File: src/rtl/drop_sched_pkg.sv
// Shared types for the drop scheduler: the FIFO entry layout and the decision encoding.
package drop_sched_pkg;

    localparam int DEFAULT_COUNT_WIDTH = 8;

    typedef enum logic {
        DEC_DROP = 1'b0,
        DEC_FWD  = 1'b1
    } dec_e;

    // Entry at the default width; the top redeclares the same layout at its own COUNT_WIDTH.
    typedef struct packed {
        logic                           fwd;
        logic [DEFAULT_COUNT_WIDTH-1:0] count;
    } entry_t;

    function automatic int entry_width(input int count_width);
        return count_width + 1;
    endfunction

endpackage

File: src/rtl/drop_sched_fifo.sv
// Synchronous DEPTH-entry FIFO of {fwd, count} entries with an in-place decrement of the head count.
module drop_sched_fifo
    import drop_sched_pkg::*;
#(
    parameter int COUNT_WIDTH = DEFAULT_COUNT_WIDTH,
    parameter int DEPTH       = 4
) (
    input  logic                           clk,
    input  logic                           rst,
    input  logic                           push,
    input  logic [COUNT_WIDTH:0]           push_data,
    input  logic                           pop,
    input  logic                           dec_head,
    output logic [COUNT_WIDTH:0]           head,
    output logic                           full,
    output logic                           empty,
    output logic [$clog2(DEPTH):0]         count
);

    localparam int AW = $clog2(DEPTH);
    localparam int W  = entry_width(COUNT_WIDTH);

    typedef logic [AW:0] ptr_t;

    logic [W-1:0] mem [DEPTH];
    ptr_t         wr_ptr;
    ptr_t         rd_ptr;

    always_ff @(posedge clk) begin
        if (rst) begin
            wr_ptr <= '0;
            rd_ptr <= '0;
        end else begin
            if (push) begin
                wr_ptr <= wr_ptr + ptr_t'(1);
            end
            if (pop) begin
                rd_ptr <= rd_ptr + ptr_t'(1);
            end
        end
    end

    // Push and head decrement never target the same slot: a decrement needs a
    // non-empty FIFO and a push is refused while full.
    always_ff @(posedge clk) begin
        if (push) begin
            mem[wr_ptr[AW-1:0]] <= push_data;
        end
        if (dec_head) begin
            mem[rd_ptr[AW-1:0]] <= {head[COUNT_WIDTH], head[COUNT_WIDTH-1:0] - COUNT_WIDTH'(1)};
        end
    end

    assign head  = mem[rd_ptr[AW-1:0]];
    assign count = wr_ptr - rd_ptr;
    assign empty = (wr_ptr == rd_ptr);
    assign full  = (count == ptr_t'(DEPTH));

endmodule

File: src/rtl/drop_sched.sv
// Drop scheduler: folds filter verdicts into {fwd, count} entries and replays them as per-packet decisions.
// Optional macro DROP_SCHED_EAGER_EN: issue drops for pending rejects while the FIFO is empty.
module drop_sched
    import drop_sched_pkg::*;
#(
    parameter int COUNT_WIDTH = DEFAULT_COUNT_WIDTH,
    parameter int DEPTH       = 4
) (
    input  logic                   clk,
    input  logic                   rst,
    input  logic                   verdict_vld,
    input  logic                   verdict_acc,
    output logic                   verdict_rdy,
    output logic                   dec_vld,
    output logic                   dec_fwd,
    input  logic                   dec_rdy,
    output logic [$clog2(DEPTH):0] fifo_count
);

    localparam logic [COUNT_WIDTH-1:0] RC_MAX = '1;

    typedef struct packed {
        logic                   fwd;
        logic [COUNT_WIDTH-1:0] count;
    } entry_w_t;

    logic [COUNT_WIDTH-1:0] rc;
    logic [COUNT_WIDTH-1:0] rc_base;
    logic [COUNT_WIDTH-1:0] rc_next;
    entry_w_t               head;
    entry_w_t               push_entry;
    logic                   push;
    logic                   pop;
    logic                   dec_head;
    logic                   fifo_full;
    logic                   fifo_empty;
    logic                   verdict_fire;
    logic                   dec_fire;
    logic                   eager_vld;
    logic                   eager_drop;
    dec_e                   dec_kind;

    drop_sched_fifo #(
        .COUNT_WIDTH (COUNT_WIDTH),
        .DEPTH       (DEPTH)
    ) u_fifo (
        .clk       (clk),
        .rst       (rst),
        .push      (push),
        .push_data (push_entry),
        .pop       (pop),
        .dec_head  (dec_head),
        .head      (head),
        .full      (fifo_full),
        .empty     (fifo_empty),
        .count     (fifo_count)
    );

`ifdef DROP_SCHED_EAGER_EN
    assign eager_vld = fifo_empty && (rc != '0);
`else
    assign eager_vld = 1'b0;
`endif

    assign verdict_rdy  = !rst && !fifo_full;
    assign verdict_fire = verdict_vld && verdict_rdy;

    assign dec_kind   = (!fifo_empty && (head.count == '0) && head.fwd) ? DEC_FWD : DEC_DROP;
    assign dec_vld    = !fifo_empty || eager_vld;
    assign dec_fwd    = (dec_kind == DEC_FWD);
    assign dec_fire   = dec_vld && dec_rdy;
    assign eager_drop = dec_fire && fifo_empty;

    // An eager drop consumes one pending reject before the incoming verdict is folded in.
    always_comb begin
        rc_base    = rc - COUNT_WIDTH'(eager_drop);
        rc_next    = rc_base;
        push       = 1'b0;
        push_entry = '{fwd: 1'b0, count: rc_base};
        if (verdict_fire) begin
            if (verdict_acc) begin
                push       = 1'b1;
                push_entry = '{fwd: 1'b1, count: rc_base};
                rc_next    = '0;
            end else if (rc_base == RC_MAX) begin
                push       = 1'b1;
                push_entry = '{fwd: 1'b0, count: RC_MAX};
                rc_next    = COUNT_WIDTH'(1);
            end else begin
                rc_next = rc_base + COUNT_WIDTH'(1);
            end
        end
    end

    always_comb begin
        pop      = 1'b0;
        dec_head = 1'b0;
        if (dec_fire && !fifo_empty) begin
            if (head.count == '0) begin
                pop = 1'b1;
            end else if ((head.count == COUNT_WIDTH'(1)) && !head.fwd) begin
                pop = 1'b1;
            end else begin
                dec_head = 1'b1;
            end
        end
    end

    always_ff @(posedge clk) begin
        if (rst) begin
            rc <= '0;
        end else begin
            rc <= rc_next;
        end
    end

endmodule
File: config.mk
export PLATFORM = sky130hd
export DESIGN_NAME = drop_sched
export DESIGN_NICKNAME = d
export VERILOG_FILES = /design/src/rtl/drop_sched_pkg.sv /design/src/rtl/drop_sched_fifo.sv /design/src/rtl/drop_sched.sv
export SDC_FILE = /design/constraint.sdc
export NUM_CORES = 1
export LEC_CHECK = 0
export BUFFER_PORTS_ARGS = -buffer_cell sky130_fd_sc_hd__buf_2
export CAP_MARGIN = 10
export CORE_ASPECT_RATIO = 0.5
export CORE_MARGIN = 1
export CORE_UTILIZATION = 45
export CTS_CLUSTER_DIAMETER = 120
export CTS_CLUSTER_SIZE = 28
export DETAILED_ROUTE_END_ITERATION = 10
export PLACE_DENSITY = 0.7
export SYNTH_ARGS = -nofsm -noshare
export SYNTH_HDL_FRONTEND = slang
export SYNTH_SLANG_ARGS = --single-unit
export TNS_END_PERCENT = 50
File: constraint.sdc
create_clock -name clk -period 8.45 [get_ports clk]
set_input_delay 0.845 -clock clk [delete_from_list [all_inputs] [get_ports clk]]
set_output_delay 0.845 -clock clk [all_outputs]
set_load 0.005 [all_outputs]
==> results by group <==
Die
  • Initial Util: 46.6%
  • Ports: 11
  • Die area: 0.00729 mm2
  • Die Ht: between 60 and 70 um
  • Die Width: 120 um
  • Rows: 21
  • Core area: about 0.0067 mm2

Setup path
  • Worst setup path class: reg2reg
  • R2R Setup Slk: roughly 4900 ps
  • Crit path buf inv count: 1
  • Cells on worst reg2reg path: 7
  • CP top delay family: simple AND/OR/NAND/NOR gates
  • Max FO, Critical Path: 10
  • Worst setup EP type: register
  • CP max-delay cell: nor2b_1
  • Crit start category: register
  • Arr. time, crit path: 3490 ps
  • Crit path required time: approximately 8400 ps
  • Worst-path cell chain: mux4_2 > ha_1 > inv_1 > o21bai_1 > nand3_1 > nor2b_1 > nand2b_1
  • Largest stage delay, worst path: between 800 and 900 ps
  • R2r endpoint: u_fifo.mem[3][4]$_DFFE_PP_

Logic synthesis
  • Post-synth EDFFs: 36
  • YS warnings: 0
  • Synth Area in Adders: under 10%
  • Share of the synthesized area in the top cell type: roughly a third
  • Post-Syn Nets: 279
  • Simple-gate share of the synthesized area: around an eighth
  • Synth Area per Inst: approximately 12 um2
  • Commonest cells post-synth: edfxtp_1, mux2i_1, a21oi_1, dfxtp_1, inv_1
  • Post-synthesis register bit count: 52
  • Yosys cell types: 51
  • Dominant cells by area after synthesis: edfxtp_1, dfxtp_1, mux2i_1
  • Fraction of registers with async set/reset: 0%
  • Post-synthesis mux area share: between 10% and 20%
  • Sequential cell area fraction in the yosys report: ~45%
  • Largest family of logic cells by synthesized area: multiplexers
  • Cell area after synthesis: approximately 0.0031 mm2
  • Most frequent cell after synthesis: edfxtp_1
  • XOR/XNOR Fraction of Synth Area: under 10%
  • Cells after synthesis: about 260
  • Post-synth top flop: edfxtp_1
  • Cell taking the most area after synthesis: edfxtp_1
  • Synth Area in Compound Gates: 8.62%

Cells and area
  • Area growth syn-to-layout: 8.34%
  • Nets: between 200 and 300
  • Fillcell total: 584
  • Post-route insts no fill: 359
  • Share of cells above drive strength 1: about an eighth
  • Cell area after layout: about 0.0034 mm2
  • Number of antenna diodes: 0
  • Core Util, Final: between 50% and 60%

Placed design
  • HPWL after detailed placement: around 4700 um
  • Area post-placement: ~0.0032 mm2
  • Routability Congestion: 0.843
  • Placed cells: ~350
  • Port buffer count: 10

CTS
  • Clock buffer count from CTS: 5
  • Post-CTS resize count: 0
  • Hold_buf cts: 0
  • Root Buffer: clkbuf_16
  • CTS sink cnt: 52
  • Setup Buffers After CTS: 0
  • Register clock-pin slew on the reported worst setup and hold paths: approximately 70 ps
  • CTS max path bufs: 2
  • CTS tree: yes
  • Worst-Skew Late Latency: about 300 ps
  • H-tree levels: 2

STA
  • Clock Skew: 3.64 ps
  • Hold Violations, Final: 0
  • Max Fclk: 283 MHz
  • Tcrit/Tclk final: 41.8%
  • Worst slew margin: roughly 30%
  • Slew @ Worst Pin: 1040 ps
  • Final min period: approximately 3500 ps
  • Endpoints failing setup: 0
  • Unrepaired setup endpoints after global routing: false
  • Total negative slack: 0 ps
  • Slew Viols, Final: 0

Min path
  • Worst min-delay path endpoint: u_fifo.wr_ptr[0]$_SDFFE_PP0N_
  • Class of the worst hold path: reg2reg
  • WHS Path Cells: 2
  • Hold path start: u_fifo.wr_ptr[0]$_SDFFE_PP0N_

Detailed routing
  • ANT nets after route: 0
  • Initial DRC Count: 110
  • Via/cell ratio: between 5 and 6
  • Drt pass-1 iters: 4
  • Number of remaining DRC errors: 0
  • Routed wire per std cell: approximately 19 um
  • Routed vias: 2082
  • Routed WL: between 6000 and 7000 um

GRT
  • Pin count of the biggest net entering global routing: 19
  • Vias in the first global route: slightly above 2000
  • Global-route wire length before repair: 10100 um
  • Overall global routing resource usage: between 10% and 20%
  • GR Overflow Total: 0
  • Initial antenna violation count: 0

Outcome
  • Outcome: complete, no violations

Power and ir drop
  • Final Power: ~640 uW
  • Pwr Density: approximately 190 mW/mm2
  • Worst VDD drop: 0.0000982 V
  • Static Leakage: around 0.0012 uW

Run
  • # Max-Cap Violations: 0
## logic make-up (layout without fill, tap and decap cells)
logic type	count (synthesis)	in the layout
simple gates	66	66
flops	52	52
mux	43	43
compound gates	42	42
buf+inv	25	33
fa+ha+maj	15	15
xor+xnor	15	15
other cells	1	1
## worst max path at each step
| stage | endpoint | cells past startpoint |
|---|---|---|
| after floorplan | u_fifo.mem[3][0]$_DFFE_PP_ | 8 |
| after global placement | u_fifo.mem[3][3]$_DFFE_PP_ | 7 |
| after detailed placement | u_fifo.mem[3][4]$_DFFE_PP_ | 7 |
| after CTS | u_fifo.mem[3][1]$_DFFE_PP_ | 7 |
| after global routing | u_fifo.mem[3][1]$_DFFE_PP_ | 7 |
| final | u_fifo.mem[3][4]$_DFFE_PP_ | 7 |
## per-layer routing
metal  GRT usage, %  wire (um)  part of all wire, %
met1           24.3       3070                   46
met2           32.9       3130                   46
met3           4.89        440                  6.5
met4           7.32         84                  1.2
met5              0          0                    0
## state kept, by name, indices dropped and copies added (netlist names), named ones only
register	count
u_fifo.mem	36
rc	8
u_fifo.rd_ptr	3
u_fifo.wr_ptr	3
## power by group
group	switching, uW	internal (uW)	total [uW]
logic	67.1	41.2	108
clock network	96.5	141	237
registers	6.85	290	297
total	170	472	643
## through the flow
step	worst slack [ps]	hold WS, ps
floorplan	5740	476
global placement	5030	499
detailed placement	4950	512
CTS	4920	525
global route	4730	535
finish	4920	519
## cell type report
type	count	area, um2	area share, %
clock buffer	5	125	3.70
multi-input combinational	182	1590	46.9
sequential	52	1400	41.5
inverter	15	56.3	1.67
clock inverter	3	46.3	1.37
tap	92	115	3.41
timing repair buffer	10	50.0	1.48
## worst reg2reg max path, stage by stage (launching register included)
cell	delay (ps)
dfxtp_1	650
mux4_2	670
ha_1	220
inv_1	60
o21bai_1	120
nand3_1	160
nor2b_1	840
nand2b_1	470
## placed cells by master (no fill, tap or decap), drive strengths merged, types with 5 or more instances in the layout
master / count
nand2: 8
edfxtp: 36
nand3: 10
nand2b: 8
o21ai: 13
mux4: 9
nor3: 6
dfxtp: 16
inv: 16
buf: 10
xnor2: 9
clkbuf: 5
ha: 14
mux2i: 23
a21oi: 16
mux2: 11
nor2: 11
xor2: 5
and2: 5
No activity file was read; power rests on OpenSTA's default activity.
